### src/rtl/rv_pc_gen_if.sv
// Instruction-memory fetch port of the PC generator.
// Valid/ready: a fetch of imem_addr_o is transferred on a clock edge where
// imem_valid_o and imem_ready_i are both high (and the pipeline is not
// stalled); imem_valid_o never depends combinationally on imem_ready_i.
interface rv_pc_gen_if #(
    parameter int ADDR_WIDTH = 64
);
    logic                  imem_ready_i;
    logic                  imem_valid_o;
    logic [ADDR_WIDTH-1:0] imem_addr_o;
    logic [ADDR_WIDTH-1:0] imem_addr_next_o;

    // Driven by the PC generator.
    modport master (
        input  imem_ready_i,
        output imem_valid_o,
        output imem_addr_o,
        output imem_addr_next_o
    );

    // Driven by the instruction memory.
    modport slave (
        output imem_ready_i,
        input  imem_valid_o,
        input  imem_addr_o,
        input  imem_addr_next_o
    );
endinterface

### src/rtl/rv_pc_gen.sv
// Fetch program-counter generator.
// Issues the fetch address under valid/ready, steps by 4 (or 2 for compressed
// instructions when IALIGN==16), resolves branch/jal/jalr redirects, parks in
// FAULT on a misaligned taken target until a trap redirect, and counts
// accepted fetches. All address arithmetic wraps modulo 2^ADDR_WIDTH.
module rv_pc_gen #(
    parameter int                    ADDR_WIDTH   = 64,
    parameter logic [ADDR_WIDTH-1:0] RESET_VECTOR = '0,
    parameter int                    IALIGN       = 32,
    parameter int                    CNT_WIDTH    = 64
) (
    input  logic                  clk,
    input  logic                  rst,
    rv_pc_gen_if.master           imem,
    input  logic                  stall_i,
    input  logic                  instr_is_c_i,
    input  logic                  branch_en_i,
    input  logic                  b_type_instr_i,
    input  logic                  alu_zero_i,
    input  logic                  PCIncrSel_i,
    input  logic [ADDR_WIDTH-1:0] opr_a_i,
    input  logic [ADDR_WIDTH-1:0] imm_i,
    input  logic                  trap_i,
    input  logic [ADDR_WIDTH-1:0] trap_vec_i,
    output logic [ADDR_WIDTH-1:0] link_addr_o,
    output logic                  fault_o,
    output logic [ADDR_WIDTH-1:0] fault_addr_o,
    output logic [CNT_WIDTH-1:0]  fetch_cnt_o,
    output logic [1:0]            state_o
);

    typedef enum logic [1:0] {
        ST_BOOT  = 2'd0,
        ST_RUN   = 2'd1,
        ST_FAULT = 2'd2
    } state_t;

    localparam logic [ADDR_WIDTH-1:0] STEP_NORMAL = ADDR_WIDTH'(4);
    localparam logic [ADDR_WIDTH-1:0] STEP_RVC    = ADDR_WIDTH'(2);
    localparam logic [CNT_WIDTH-1:0]  CNT_ONE     = CNT_WIDTH'(1);

    state_t                state_q;
    logic [ADDR_WIDTH-1:0] pc_q;
    logic [ADDR_WIDTH-1:0] pc_d;
    logic [ADDR_WIDTH-1:0] fault_addr_q;
    logic [CNT_WIDTH-1:0]  fetch_cnt_q;
    logic                  valid_q;
    logic                  fault_q;

    logic [ADDR_WIDTH-1:0] step;
    logic [ADDR_WIDTH-1:0] base;
    logic [ADDR_WIDTH-1:0] target_sum;
    logic [ADDR_WIDTH-1:0] target;
    logic                  taken;
    logic                  misaligned;
    logic                  accept;
    logic                  take_fault;

    // Sequential step size: compressed instructions only exist with IALIGN==16.
    always_comb begin
        step = STEP_NORMAL;
        if (IALIGN == 16 && instr_is_c_i) begin
            step = STEP_RVC;
        end
    end

    // Redirect target; jalr clears bit 0 of its computed address.
    always_comb begin
        base       = PCIncrSel_i ? opr_a_i : pc_q;
        target_sum = base + imm_i;
        target     = {target_sum[ADDR_WIDTH-1:1], target_sum[0] & ~PCIncrSel_i};
    end

    // Alignment check against the configured instruction alignment.
    always_comb begin
        misaligned = 1'b0;
        if (IALIGN == 16) begin
            misaligned = target[0];
        end else begin
            misaligned = |target[1:0];
        end
    end

    // Handshake qualification and control-transfer decision.
    always_comb begin
        taken      = branch_en_i & (alu_zero_i | ~b_type_instr_i);
        accept     = (state_q == ST_RUN) & valid_q & imem.imem_ready_i & ~stall_i;
        take_fault = accept & taken & misaligned;
    end

    // Next PC: trap, then hold (not accepted / faulting), then target, then step.
    always_comb begin
        pc_d = pc_q;
        if (trap_i) begin
            pc_d = trap_vec_i;
        end else if (!accept) begin
            pc_d = pc_q;
        end else if (taken) begin
            pc_d = misaligned ? pc_q : target;
        end else begin
            pc_d = pc_q + step;
        end
    end

    // Control FSM with PC, fault capture, fetch counter and registered outputs.
    always_ff @(posedge clk or posedge rst) begin
        if (rst) begin
            state_q      <= ST_BOOT;
            pc_q         <= RESET_VECTOR;
            fault_addr_q <= '0;
            fetch_cnt_q  <= '0;
            valid_q      <= 1'b0;
            fault_q      <= 1'b0;
        end else begin
            pc_q <= pc_d;
            if (trap_i) begin
                state_q <= ST_RUN;
                valid_q <= 1'b1;
                fault_q <= 1'b0;
            end else begin
                case (state_q)
                    ST_BOOT: begin
                        state_q <= ST_RUN;
                        valid_q <= 1'b1;
                        fault_q <= 1'b0;
                    end
                    ST_RUN: begin
                        if (take_fault) begin
                            state_q      <= ST_FAULT;
                            valid_q      <= 1'b0;
                            fault_q      <= 1'b1;
                            fault_addr_q <= target;
                        end else if (accept) begin
                            fetch_cnt_q <= fetch_cnt_q + CNT_ONE;
                        end
                    end
                    ST_FAULT: begin
                        state_q <= ST_FAULT;
                        valid_q <= 1'b0;
                        fault_q <= 1'b1;
                    end
                    default: begin
                        state_q <= ST_BOOT;
                        valid_q <= 1'b0;
                        fault_q <= 1'b0;
                    end
                endcase
            end
        end
    end

    // Output mapping.
    assign imem.imem_addr_o      = pc_q;
    assign imem.imem_valid_o     = valid_q;
    assign imem.imem_addr_next_o = pc_d;
    assign link_addr_o           = pc_q + step;
    assign fault_o               = fault_q;
    assign fault_addr_o          = fault_addr_q;
    assign fetch_cnt_o           = fetch_cnt_q;
    assign state_o               = state_q;

endmodule

### src/flat_wrapper.sv
// flat-port wrapper written by rule: the top's interface ports become plain ports
module rv_pc_gen_flat 
#(
    parameter int                    ADDR_WIDTH   = 64,
    parameter logic [ADDR_WIDTH-1:0] RESET_VECTOR = '0,
    parameter int                    IALIGN       = 32,
    parameter int                    CNT_WIDTH    = 64
)
  (clk, rst, stall_i, instr_is_c_i, branch_en_i, b_type_instr_i, alu_zero_i, PCIncrSel_i, opr_a_i, imm_i, trap_i, trap_vec_i, link_addr_o, fault_o, fault_addr_o, fetch_cnt_o, state_o, imem_imem_ready_i, imem_imem_valid_o, imem_imem_addr_o, imem_imem_addr_next_o);
  rv_pc_gen_if #(.ADDR_WIDTH(ADDR_WIDTH)) imem_i ();
  input  logic clk;
  input  logic rst;
  input  logic stall_i;
  input  logic instr_is_c_i;
  input  logic branch_en_i;
  input  logic b_type_instr_i;
  input  logic alu_zero_i;
  input  logic PCIncrSel_i;
  input  logic [ADDR_WIDTH-1:0] opr_a_i;
  input  logic [ADDR_WIDTH-1:0] imm_i;
  input  logic trap_i;
  input  logic [ADDR_WIDTH-1:0] trap_vec_i;
  output logic [ADDR_WIDTH-1:0] link_addr_o;
  output logic fault_o;
  output logic [ADDR_WIDTH-1:0] fault_addr_o;
  output logic [CNT_WIDTH-1:0] fetch_cnt_o;
  output logic [1:0] state_o;
  input wire logic [$bits(imem_i.imem_ready_i)-1:0] imem_imem_ready_i;
  output wire logic [$bits(imem_i.imem_valid_o)-1:0] imem_imem_valid_o;
  output wire logic [$bits(imem_i.imem_addr_o)-1:0] imem_imem_addr_o;
  output wire logic [$bits(imem_i.imem_addr_next_o)-1:0] imem_imem_addr_next_o;
  assign imem_i.imem_ready_i = imem_imem_ready_i;
  assign imem_imem_valid_o = imem_i.imem_valid_o;
  assign imem_imem_addr_o = imem_i.imem_addr_o;
  assign imem_imem_addr_next_o = imem_i.imem_addr_next_o;
  rv_pc_gen #(.ADDR_WIDTH(ADDR_WIDTH), .RESET_VECTOR(RESET_VECTOR), .IALIGN(IALIGN), .CNT_WIDTH(CNT_WIDTH)) u_core (.clk(clk), .rst(rst), .imem(imem_i), .stall_i(stall_i), .instr_is_c_i(instr_is_c_i), .branch_en_i(branch_en_i), .b_type_instr_i(b_type_instr_i), .alu_zero_i(alu_zero_i), .PCIncrSel_i(PCIncrSel_i), .opr_a_i(opr_a_i), .imm_i(imm_i), .trap_i(trap_i), .trap_vec_i(trap_vec_i), .link_addr_o(link_addr_o), .fault_o(fault_o), .fault_addr_o(fault_addr_o), .fetch_cnt_o(fetch_cnt_o), .state_o(state_o));
endmodule
### config.mk
export PLATFORM = sky130hd
export DESIGN_NAME = rv_pc_gen_flat
export DESIGN_NICKNAME = d
export VERILOG_FILES = /design/src/rtl/rv_pc_gen_if.sv /design/src/rtl/rv_pc_gen.sv /design/src/flat_wrapper.sv
export SDC_FILE = /design/constraint.sdc
export NUM_CORES = 1
export LEC_CHECK = 0
export CORE_AREA = 2 2 207 209
export CTS_BUF_LIST = sky130_fd_sc_hd__clkbuf_16
export CTS_CLUSTER_SIZE = 10
export DETAILED_ROUTE_END_ITERATION = 8
export DIE_AREA = 0 0 209 211
export PLACE_DENSITY = 0.68
export SLEW_MARGIN = 20
export SYNTH_ARGS = -nofsm -noshare
export SYNTH_HDL_FRONTEND = slang
export SYNTH_SLANG_ARGS = --single-unit
export TNS_END_PERCENT = 5
### constraint.sdc
create_clock -name clk -period 7.2 [get_ports clk]
set_input_delay 1.44 -clock clk [delete_from_list [all_inputs] [get_ports clk]]
set_output_delay 1.44 -clock clk [all_outputs]
set_load 0.05 [all_outputs]
-- Word-level counts from Yosys, hierarchy flattened
Index checks and enable logic that the tools add are counted.
W data, S select, Z words.
- bits of input ports: 202
- bits in registers: 196
- logic and storage cells: 43
- output and inout bits: 324
- bitwise gates (word level): 13
- eq/ne operators: 3
- $add $sub $neg: 3
- reductions and logical operators: 4
- multiplexer cells: 14
- operator list (cell ; count):
    $mux W64 ; 5
    $add A64 B1 Y64 const B ; 1
    $add A64 B3 Y64 const B ; 1
    $add A64 B64 Y64 ; 1
    $and A1 B1 Y1 ; 7
    $pmux W2 S3 ; 1
    $not A1 Y1 ; 5
    $mux W1 ; 4
    $mux W2 ; 2
    $pmux W1 S2 ; 2
    $reduce_and A4 Y1 ; 1
    $ne A3 B2 Y1 const B ; 1
    $reduce_and A3 Y1 ; 1
    $eq A2 B1 Y1 const B ; 1
    $eq A2 B2 Y1 const B ; 1
    $logic_not A2 Y1 ; 1
    $reduce_or A2 Y1 ; 1
    $or A1 B1 Y1 ; 1

-- Logic depth before layout (Yosys ltp)
Gate-level depths: netlist (run 1).
- word-level depth: 9
- gate-level depth with buffers: 16
- mapped depth without buffers: 12

-- Least setup slack after synthesis (run 1)
OpenSTA, ideal clock, no wires.
- kind: in2out
- from: input PCIncrSel_i
- to: output imem_imem_addr_next_o[51]
- cell stages on the path: 14
- arrival: 5.629 ns
- setup slack: 0.131 ns
- data required time: 5.760 ns
- path buffers: 4
- path through: buf_2 -> clkbuf_1 -> clkbuf_1 -> mux2_2 -> ha_1 -> clkbuf_1 -> nand4_1 -> nor3_1 -> a21oi_1 -> o211a_1 -> a22oi_1 -> xor2_1 -> nor2_1 -> o31ai_1
- cells in the longest elaborated chain, start to end: 8
- elaborated cells between the ends (all ways): 9
- RTL lines (item ; RTL line ; RTL):
    from (decl) ; flat_wrapper.sv:18 ; input logic PCIncrSel_i;
    $mux W64 ; rv_pc_gen.sv:69 ; base = PCIncrSel_i ? opr_a_i : pc_q;
    $add A64 B64 Y64 ; rv_pc_gen.sv:70 ; target_sum = base + imm_i;
    $and A1 B1 Y1 ; rv_pc_gen.sv:71 ; target = {target_sum[ADDR_WIDTH-1:1], target_sum[0] & ~PCIncrSel_i};
    $reduce_or A2 Y1 ; rv_pc_gen.sv:80 ; misaligned = |target[1:0];
    $mux W64 * ; rv_pc_gen.sv:99 ; pc_d = misaligned ? pc_q : target;
    $mux W64 * ; rv_pc_gen.sv:98 ; end else if (taken) begin
    $mux W64 * ; rv_pc_gen.sv:96 ; end else if (!accept) begin
    $mux W64 * ; rv_pc_gen.sv:94 ; if (trap_i) begin
    to (decl) ; flat_wrapper.sv:31 ; output wire logic [$bits(imem_i.imem_addr_next_o)-1:0] imem_imem_addr_next_o;
Mark *: on every way between the ends. The rest lies on a longest branch, timed or not.

-- Final worst setup path (run 1)
- from: input opr_a_i[0]
- to: output imem_imem_addr_next_o[38]
- cells in the longest elaborated chain, start to end: 8
- RTL lines (item ; RTL line ; RTL):
    from (decl) ; flat_wrapper.sv:19 ; input logic [ADDR_WIDTH-1:0] opr_a_i;
    $mux W64 * ; rv_pc_gen.sv:69 ;
    $add A64 B64 Y64 * ; rv_pc_gen.sv:70 ;
    $and A1 B1 Y1 ; rv_pc_gen.sv:71 ;
    $reduce_or A2 Y1 ; rv_pc_gen.sv:80 ;
    $mux W64 * ; rv_pc_gen.sv:99 ;
    $mux W64 * ; rv_pc_gen.sv:98 ;
    $mux W64 * ; rv_pc_gen.sv:96 ;
    $mux W64 * ; rv_pc_gen.sv:94 ;
Marks and branches as above.

==> results of run 1 <==
-- synth_stat cells (4+ instances only) --
cell and number:
nand2b_1 6, a31oi_1 17, or3_1 12, o22ai_1 18
xnor2_1 108, ha_1 68, o31a_1 4, a31o_2 4
a22oi_1 19, mux2i_1 7, o21bai_1 18, a21boi_1 4
a311oi_1 5, a221oi_1 11, nor2_1 161, nor4_1 8
mux2_2 75, inv_1 36, o211ai_1 12, a211oi_1 9
buf_1 6, a21o_1 30, xor2_1 74, o21a_1 16
o221ai_1 12, and3_1 39, and2_1 13, nor3b_1 5
o21ai_0 113, dfrtp_1 194, a21oi_1 137, a221o_1 7
nor3_1 19, o211a_1 4, nor2b_1 4, and4_1 15
o31ai_1 12, buf_2 26, nand3_1 65, o21ai_1 45
clkbuf_1 87, nand2_1 296, nand4_1 47, buf_4 5
-- final cells by class --
cell class                 count  area [µm²]  share of cell area
antenna                        2       5.005           0.0002215
clock buffer                  17       425.4             0.01883
clock inverter                15       170.2            0.007531
inverter                      36       142.6            0.006313
multi-input combinational   1583       10150              0.4491
sequential                   194        4855              0.2149
tap                          539       674.4             0.02985
timing repair buffer         577        6176              0.2733
-- path summary, 6_finish.rpt --
path	startpoint	to	slack, ns	depth (start not counted)
worst max-delay path	opr_a_i[0]	imem_imem_addr_next_o[38]	0.14	15
worst min-delay path	u_core.fault_addr_o[45]$_DFFE_PP0P_	u_core.fault_addr_o[45]$_DFFE_PP0P_	0.48	2
worst max register to register	u_core.imem.imem_addr_o[0]$_DFF_PP0_	u_core.imem.imem_addr_o[38]$_DFF_PP0_	3.03	13
worst min register to register	u_core.fault_addr_o[45]$_DFFE_PP0P_	u_core.fault_addr_o[45]$_DFFE_PP0P_	0.48	2
max in group asynchronous	rst	u_core.fault_addr_o[46]$_DFFE_PP0P_	4.64	3
min in group asynchronous	rst	u_core.fetch_cnt_o[35]$_DFFE_PP0P_	1.41	2
-- routing by layer --
layer,up-vias,wire [µm]
li1,7921,-
met1,8599,31670
met2,1050,35790
met3,204,6673
met4,0,3444
met5,-,0
-- logic make-up after synthesis --
logic type      after synthesis
mux                          83
buf+inv                     160
xor+xnor                    182
simple gates                711
fa+ha+maj                    69
compound gates              538
flops                       194
-- power by group through the flow --
stage | registers (mW) | clock network [mW] | logic (mW)
6_report | 1.56 | 1.01 | 3.79
5_1_grt | 1.59 | 1.06 | 3.95
4_1_cts | 1.55 | 1.03 | 3.77
3_5_place_dp | 1.57 | 0 | 3.74
3_3_place_gp | 1.56 | 0 | 3.74
2_1_floorplan | 2.21 | 0 | 1.59
-- flip-flops by register name, indices dropped and copies added, names as in the netlist --
register                 flops
u_core.fault_addr_o         64
u_core.fetch_cnt_o          64
u_core.imem.imem_addr_o     64
u_core.state_o               2
-- critical path: stages --
cell and delay (ns):
clkdlybuf4s50_1 0.40, mux2_2 0.26, ha_1 0.21, fa_1 0.41, a21oi_1 0.22, o21ai_1 0.21
a211oi_1 0.43, o21ai_1 0.33, o21ai_1 0.28, buf_4 0.18, nand2_1 0.16, xnor2_1 0.34
nand2_1 0.13, a31oi_2 0.42, buf_12 0.19
==> flow_metrics.env, run 1 <==
export IMPL_drt_initial_drc_count=1995
export IMPL_viasPerCell=5.999
export IMPL_maxSlewViolCount=0
export IMPL_die_w_um=209
export IMPL_clockRootBuffer="clkbuf_16"
export IMPL_start_kind="primary input"
export IMPL_setup_viol=0
export IMPL_synthMuxAreaShare=0.05927
export IMPL_fmax_ghz=0.1417
export IMPL_status="finished, final reports clean"
export IMPL_fillCellCount=3904
export IMPL_start_util=0.3741
export IMPL_grt_ovfl_total=0
export IMPL_drc=0
export IMPL_synth_seq_cells=194
export IMPL_postCtsResizedCells=0
export IMPL_grt_pass1_wl_mm=113.2
export IMPL_maxCapViolations=0
export IMPL_antenna_found_initial=2
export IMPL_ir_drop_v=0.0002183
export IMPL_synth_top_cells_by_area="dfrtp_1 (31%), nand2_1 (7.1%), xnor2_1 (6.1%), ha_1 (5.4%), mux2_2 (5.4%)"
export IMPL_use_met2=0.5594
export IMPL_p_comb_frac=0.596
export IMPL_synth_compound_area_frac=0.2190
export IMPL_slew_headroom=0.3958
export IMPL_tritoncts_num_buffers=17
export IMPL_syn_area_um2=15620
export IMPL_routed_wl_mm=77.58
export IMPL_holdCritPathClass="flip-flop to flip-flop"
export IMPL_dpl_cell_count=2929
export IMPL_synthSimpleGateAreaFrac=0.2115
export IMPL_synth_xor_area_frac=0.1020
export IMPL_hold_worst_slack_ns=0.4830
export IMPL_yosysTopAreaCellShare=0.3108
export IMPL_post_route_period_util=0.9802
export IMPL_grt_busiest_layer="met2"
export IMPL_hold_violations=0
export IMPL_finClkSkew_ns=0.01816
export IMPL_ant_nets=0
export IMPL_grt_use_met3=0.07032
export IMPL_fin_cells=2963
export IMPL_drive_gt1_frac=0.1057
export IMPL_hold_buffers=0
export IMPL_crit_arrival_ns=5.62
export IMPL_track_usage=0.3451
export IMPL_fin_ws_ns=0.1428
export IMPL_synthAdderAreaFrac=0.05575
export IMPL_crit_fanout=5
export IMPL_avgRoutedWirePerCell_um=26.18
export IMPL_synth_cell_types=86
export IMPL_clkSinkCount=194
export IMPL_core_area_um2=41760
export IMPL_rsz0062_at_grt="false"
export IMPL_cts_max_path_buffers=2
export IMPL_power_internal_mw=3.105
export IMPL_async_flop_share=1.000
export IMPL_htree_num_levels=4
export IMPL_powerDensity_nw_per_um2=281.8
export IMPL_area_delta_synth_final_pct=44.64
export IMPL_met1_usage=0.4437
export IMPL_criticalPathCategory="primary input to primary output"
export IMPL_synth_edf_count=0
export IMPL_p_seq_frac=0.245
export IMPL_worstMarginPinSlew_ns=0.9063
export IMPL_grt_pass1_vias=17478
export IMPL_synth_largest_area_cell="dfrtp_1"
export IMPL_final_util=0.5411
export IMPL_place_congestion=0.9687
export IMPL_ioPinCount=526
export IMPL_clockPowerShare=0.159
export IMPL_cp_required_ns=5.76
export IMPL_yosysWarnings=0
export IMPL_place_ws_ns=0.2584
export IMPL_power_switching_mw=3.261
export IMPL_ys_flop_type="dfrtp_1"
export IMPL_cts_setup_buffers=0
export IMPL_layout_nets=2680
export IMPL_synth_cells=1937
export IMPL_final_cell_mix="clkdlybuf4s50_1 (458), nand2_1 (295), dfrtp_1 (194)"
export IMPL_synth_nets=2208
export IMPL_tritoncts="yes"
export IMPL_io_buffers=524
export IMPL_synth_top_family_by_area="compound AO/OA/AOI/OAI gates"
export IMPL_finalSetupTns_ns=0
export IMPL_fp_dieArea_um2=44100
export IMPL_post_route_min_period_ns=7.057
export IMPL_power_leakage_nw=9.491
export IMPL_critical_path_endpoint_type="primary output"
export IMPL_swShare=0.5122
export IMPL_path_clk_slew_ns=0.07
export IMPL_final_common_cell="clkdlybuf4s50_1"
export IMPL_placed_cell_area_um2=21990
export IMPL_p_total_mw=6.366
export IMPL_rows=75
export IMPL_dp_hpwl_mm=61.00
export IMPL_num_vias=17774
export IMPL_avgSynthCellArea_um2=8.065
export IMPL_seq_area_frac_synth=0.3108
export IMPL_fin_area_um2=22590
export IMPL_grt_max_degree=115
export IMPL_insertion_delay_ns=0.49
export IMPL_die_y_um=211
export IMPL_first_pass_iters=6
Power figures use the tool's default switching activity.
==> inputs of run 2 (changes only) <==
Settings changed: GPL_TIMING_DRIVEN from default to 0, PLACE_DENSITY 0.68 to 0.7, SETUP_SLACK_MARGIN from default to 0.4.
Clock period 7.2 ns to 6.1 ns, I/O delays scaled along.
==> run 2 against run 1 <==
Net effect:
- total power increased by 25%
- non-clock buffer count rose by 121
- setup slack got worse by 0.0087 ns
- first-iteration DRC count up 22%
- critical path type unchanged
- critical path depth shrank 6
- cell area is 6.3% higher
- register-to-register slack worse by 0.96 ns
- sequential share of layout area down 1.3 points
- die area unchanged
- combinational power grew 28%
- highest routed layer is now met5
==> flow_metrics.env, run 2 (synthesized netlist as in run 1, its figures left out) <==
export IMPL_viasPerCell=6.211
export IMPL_cp_required_ns=4.88
export IMPL_status="finished, final reports clean"
export IMPL_clockRootBuffer="clkbuf_16"
export IMPL_reg2regPathDepth=12
export IMPL_rr_endpoint="u_core.fault_addr_o[60]$_DFFE_PP0P_"
export IMPL_crit_fanout=10
export IMPL_ioPinCount=526
export IMPL_start_util=0.3741
export IMPL_maxSlewViolCount=0
export IMPL_fin_area_um2=24020
export IMPL_ir_drop_v=0.0002665
export IMPL_worst_path_buf_inv=4
export IMPL_crit_arrival_ns=4.75
export IMPL_tritoncts_num_buffers=17
export IMPL_final_common_cell="clkdlybuf4s50_1"
export IMPL_min_to="u_core.fetch_cnt_o[63]$_DFFE_PP0P_"
export IMPL_regArea_um2=4855
export IMPL_r2r_slack_ns=2.07
export IMPL_num_vias=19143
export IMPL_drc=0
export IMPL_grt_ovfl_total=0
export IMPL_die_y_um=211
export IMPL_cp_slowest_stage_delay_ns=0.69
export IMPL_area_delta_synth_final_pct=53.74
export IMPL_track_usage=0.4081
export IMPL_io_buffers=522
export IMPL_drive_gt1_frac=0.1903
export IMPL_tritoncts="yes"
export IMPL_r2r_start="u_core.imem.imem_addr_o[0]$_DFF_PP0_"
export IMPL_worstMarginPinSlew_ns=1.270
export IMPL_worstPathCellList="clkdlybuf4s50_1 > and3b_1 > buf_2 > clkbuf_1 > nand2_2 > o311ai_0 > o21ai_0 > o21ai_1 > clkdlybuf4s15_2"
export IMPL_finalSetupTns_ns=0
export IMPL_finClkSkew_ns=0.02594
export IMPL_grt_pass1_wl_mm=129.8
export IMPL_criticalPathCategory="primary input to primary output"
export IMPL_hold_violations=0
export IMPL_die_w_um=209
export IMPL_rows=75
export IMPL_dpl_cell_count=3005
export IMPL_path_delay_family="buffers and inverters"
export IMPL_insertion_delay_ns=0.50
export IMPL_maxCapViolations=0
export IMPL_core_area_um2=41760
export IMPL_fillCellCount=3819
export IMPL_setup_viol=0
export IMPL_critical_path_endpoint_type="primary output"
export IMPL_fp_dieArea_um2=44100
export IMPL_clockPowerShare=0.159
export IMPL_multiInputGateArea_um2=11280
export IMPL_power_internal_mw=3.740
export IMPL_post_route_min_period_ns=5.966
export IMPL_power_leakage_nw=9.958
export IMPL_clkSinkCount=194
export IMPL_layout_nets=2801
export IMPL_start_kind="primary input"
export IMPL_final_cell_mix="clkdlybuf4s50_1 (452), nand2_1 (279), dfrtp_1 (194)"
export IMPL_dp_hpwl_mm=72.04
export IMPL_slew_headroom=0.1536
export IMPL_p_total_mw=7.944
export IMPL_hold_buffers=0
export IMPL_hold_worst_slack_ns=0.4668
export IMPL_antenna_cells=0
export IMPL_htree_num_levels=4
export IMPL_min_delay_start="u_core.fetch_cnt_o[63]$_DFFE_PP0P_"
export IMPL_ant_nets=0
export IMPL_critical_path_slowest_cell="o311ai_0"
export IMPL_swShare=0.5292
export IMPL_fin_cells=3082
export IMPL_whs_path_depth=1
export IMPL_holdCritPathClass="flip-flop to flip-flop"
export IMPL_place_congestion=0.9995
export IMPL_p_seq_frac=0.228
export IMPL_power_switching_mw=4.204
export IMPL_grt_max_degree=34
export IMPL_post_route_period_util=0.9780
export IMPL_antenna_found_initial=5
export IMPL_path_clk_slew_ns=0.08
export IMPL_powerDensity_nw_per_um2=330.8
export IMPL_grt_pass1_vias=18615
export IMPL_drt_initial_drc_count=2426
export IMPL_placed_cell_area_um2=21690
export IMPL_routed_wl_mm=92.37
export IMPL_first_pass_iters=6
export IMPL_p_comb_frac=0.613
export IMPL_avgRoutedWirePerCell_um=29.97
export IMPL_fmax_ghz=0.1676
export IMPL_rsz0062_at_grt="true"
export IMPL_cts_max_path_buffers=2
[run 2: changes by cell type in the layout (fill, tap and decap cells not counted), sizes merged]
cell,previous run,this run
buf,119,132
clkdlybuf4s50,458,452
clkinv,7,8
clkbuf,17,105
clkdlybuf4s15,0,16
dlymetal6s2s,0,2
clkinvlp,1,3
inv,42,39
dlygate4sd2,0,8
diode,2,0
[run 2: cell type report]
type                    instances  share of cell area
plain buffers                 124             0.03314
clock buffers                  17             0.01771
clock inverters                15            0.008857
inverters                      36            0.005783
multi-input cells            1583              0.4698
flip-flops and latches        194              0.2021
well taps                     539             0.02808
repair buffers                574              0.2344
[run 2: how the worst max path moves through the flow]
| stage | cells past startpoint | startpoint | endpoint | slack [ns] |
|---|---|---|---|---|
| global route | 15 | PCIncrSel_i | imem_imem_addr_next_o[50] | 0.15 |
| floorplan | 13 | PCIncrSel_i | imem_imem_addr_next_o[56] | -0.18 |
| CTS | 14 | opr_a_i[19] | imem_imem_addr_next_o[45] | 0.25 |
| finish | 9 | imem_imem_ready_i | imem_imem_addr_next_o[27] | 0.13 |
| detailed placement | 16 | PCIncrSel_i | imem_imem_addr_next_o[52] | -2.36 |
| global placement | 16 | PCIncrSel_i | imem_imem_addr_next_o[52] | -2.41 |
[run 2: repair_timing]
action,CTS,global route
setup buffers,25,17
cloned,2,1
gates resized for setup,551,124
setup endpoints to repair,68,65
pin swaps,40,31
[run 2: through the flow]
stage / util / setup WS, ns
4_1_cts: 0.5632 / 0.2504
5_1_grt: 0.5751 / 0.1548
3_5_place_dp: 0.5193 / -2.359
2_1_floorplan: - / -0.1807
3_3_place_gp: 0.5159 / -2.414
6_report: 0.5751 / 0.1342
[run 2: routing by layer]
metal  wire length, µm  global-route usage  up-vias  part of all wire
li1                  -                   -     8153                 -
met1             36240              0.5169     9406              0.39
met2             40980              0.6441     1301              0.44
met3              9930              0.1105      273              0.11
met4              5121              0.2000       10             0.055
met5                99                   0        -            0.0011
[run 2: power by group through the flow]
| stage | registers, mW | clock network [mW] | logic [mW] |
|---|---|---|---|
| after floorplan | 2.61 | 0 | 1.88 |
| after global placement | 1.82 | 0 | 4.42 |
| after detailed placement | 1.82 | 0 | 4.43 |
| after CTS | 1.80 | 1.27 | 4.67 |
| after global routing | 1.84 | 1.31 | 5.03 |
| final | 1.81 | 1.26 | 4.87 |
==> inputs of run 3 (changes only) <==
Settings changed: PLACE_DENSITY 0.7 to 0.68.
Clock period 6.1 ns to 7.6 ns, I/O delays scaled along.
==> run 3 against run 2 <==
Net effect:
- the run now ends with setup timing left
- combinational power shrank 25%
- setup slack lost 0.15 ns
- worst hold slack gained 0.0047 ns
- sequential share of layout area grew 1.5 points
- die area is the same
- flip-flop and latch count is the same
- cell area shrank 6.9%
- non-clock buffer count shrank 49
- highest routed layer unchanged
==> flow_metrics.env, run 3 (synthesized netlist as in run 1, its figures left out) <==
export IMPL_first_pass_iters=8
export IMPL_layout_nets=2752
export IMPL_setup_viol=1
export IMPL_final_util=0.5352
export IMPL_htree_num_levels=4
export IMPL_fin_cells=3035
export IMPL_viasPerCell=6.130
export IMPL_fmax_ghz=0.1313
export IMPL_multiInputGateArea_um2=10290
export IMPL_ant_nets=0
export IMPL_drc=0
export IMPL_min_delay_start="u_core.fetch_cnt_o[63]$_DFFE_PP0P_"
export IMPL_avgRoutedWirePerCell_um=29.31
export IMPL_die_w_um=209
export IMPL_hold_violations=0
export IMPL_final_cell_mix="clkdlybuf4s50_1 (485), nand2_1 (295), dfrtp_1 (194)"
export IMPL_maxSlewViolCount=0
export IMPL_path_clk_slew_ns=0.07
export IMPL_tritoncts="yes"
export IMPL_min_to="u_core.fetch_cnt_o[63]$_DFFE_PP0P_"
export IMPL_post_route_min_period_ns=7.617
export IMPL_reg2regPathDepth=13
export IMPL_worstMarginPinSlew_ns=1.301
export IMPL_crit_fanout=10
export IMPL_drt_initial_drc_count=2084
export IMPL_powerDensity_nw_per_um2=268.2
export IMPL_antenna_found_initial=7
export IMPL_hold_buffers=0
export IMPL_num_vias=18604
export IMPL_routed_wl_mm=88.96
export IMPL_fillCellCount=3938
export IMPL_track_usage=0.3973
export IMPL_grt_max_degree=97
export IMPL_slew_headroom=0.1294
export IMPL_fp_dieArea_um2=44100
export IMPL_final_common_cell="clkdlybuf4s50_1"
export IMPL_holdCritPathClass="flip-flop to flip-flop"
export IMPL_grt_pass1_vias=18233
export IMPL_insertion_delay_ns=0.53
export IMPL_grt_ovfl_total=0
export IMPL_clockRootBuffer="clkbuf_16"
export IMPL_place_congestion=1.028
export IMPL_ioPinCount=526
export IMPL_regArea_um2=4855
export IMPL_status="complete, but fails checks"
export IMPL_fin_ws_ns=-0.01661
export IMPL_rsz0062_at_grt="true"
export IMPL_power_leakage_nw=9.355
export IMPL_start_kind="primary input"
export IMPL_rows=75
export IMPL_violations="setup timing"
export IMPL_post_route_period_util=1.002
export IMPL_grt_pass1_wl_mm=126.1
export IMPL_ir_drop_v=0.0002519
export IMPL_dp_hpwl_mm=70.17
export IMPL_finalSetupTns_ns=-0.01661
export IMPL_crit_arrival_ns=6.10
export IMPL_r2r_slack_ns=3.54
export IMPL_dpl_cell_count=3000
export IMPL_core_area_um2=41760
export IMPL_clkSinkCount=194
export IMPL_critical_path_endpoint_type="primary output"
export IMPL_maxCapViolations=0
export IMPL_tritoncts_num_buffers=17
export IMPL_drive_gt1_frac=0.09029
export IMPL_whs_path_depth=1
export IMPL_r2r_start="u_core.imem.imem_addr_o[19]$_DFF_PP0_"
export IMPL_cts_max_path_buffers=2
export IMPL_io_buffers=522
export IMPL_finClkSkew_ns=0.01749
export IMPL_start_util=0.3741
export IMPL_area_delta_synth_final_pct=43.06
export IMPL_criticalPathCategory="primary input to primary output"
export IMPL_rr_endpoint="u_core.imem.imem_addr_o[45]$_DFF_PP0_"
export IMPL_die_y_um=211
export IMPL_worstSetupStartpoint="alu_zero_i"
export IMPL_cp_required_ns=6.08
## run 3: what timing repair did
action                                  CTS  global route
endpoints found under the hold margin     0             0
gates resized for setup                 111            20
pin swaps                                 1             0
endpoints found under the setup margin   64            64
setup buffers                             1             0
## run 3: worst max-delay path, stage by stage
cell and delay [ns]:
clkdlybuf4s50_1 0.48, o21a_1 0.24, clkbuf_1 0.32, nor2_1 1.08, clkbuf_1 0.97, a221oi_1 0.28
o21ai_0 0.33, clkdlybuf4s50_1 0.86
## run 3: worst max-delay path by stage
stage | end | slack [ns] | cells past startpoint
3_3_place_gp | u_core.imem.imem_addr_o[35]$_DFF_PP0_ | -2.16 | 2
5_1_grt | imem_imem_addr_next_o[11] | 0.01 | 15
4_1_cts | imem_imem_addr_next_o[58] | 0.11 | 15
6_report | imem_imem_addr_next_o[4] | -0.02 | 8
2_1_floorplan | imem_imem_addr_next_o[50] | 0.45 | 14
3_5_place_dp | imem_imem_addr_next_o[52] | -1.56 | 16
## run 3: report_power, final
group          internal [mW]  switching, mW  leakage (nW)
combinational           1.14           2.49          6.58
sequential              1.23          0.214          2.50
clock                  0.426          0.492         0.270
total                   2.80           3.20          9.36
## run 3: final cells by class
type	count	area share
Inverter	36	0.006383
Antenna cell	4	0.0004479
Sequential cell	194	0.2172
Clock inverter	13	0.005431
Clock buffer	17	0.01904
Timing Repair Buffer	525	0.2359
Tap cell	539	0.03018
Buffer	124	0.02486
Multi-Input combinational cell	1583	0.4605
## run 3: per-layer routing
| layer | GRT usage | part of all wire |
|---|---|---|
| met1 | 0.4910 | 0.39 |
| met2 | 0.6291 | 0.45 |
| met3 | 0.1191 | 0.11 |
| met4 | 0.2032 | 0.054 |
| met5 | 0 | 0.00030 |
## run 3: through the flow
stage	hold slack, ns	total power, mW	setup slack, ns	area (µm²)
CTS	0.4758	5.942	0.1144	22320
global placement	0.4586	4.993	-2.164	21530
floorplan	0.7446	3.604	0.4546	15630
detailed placement	0.4638	4.992	-1.555	21600
global route	0.5015	6.184	0.01181	22340
finish	0.4715	5.994	-0.01661	22350
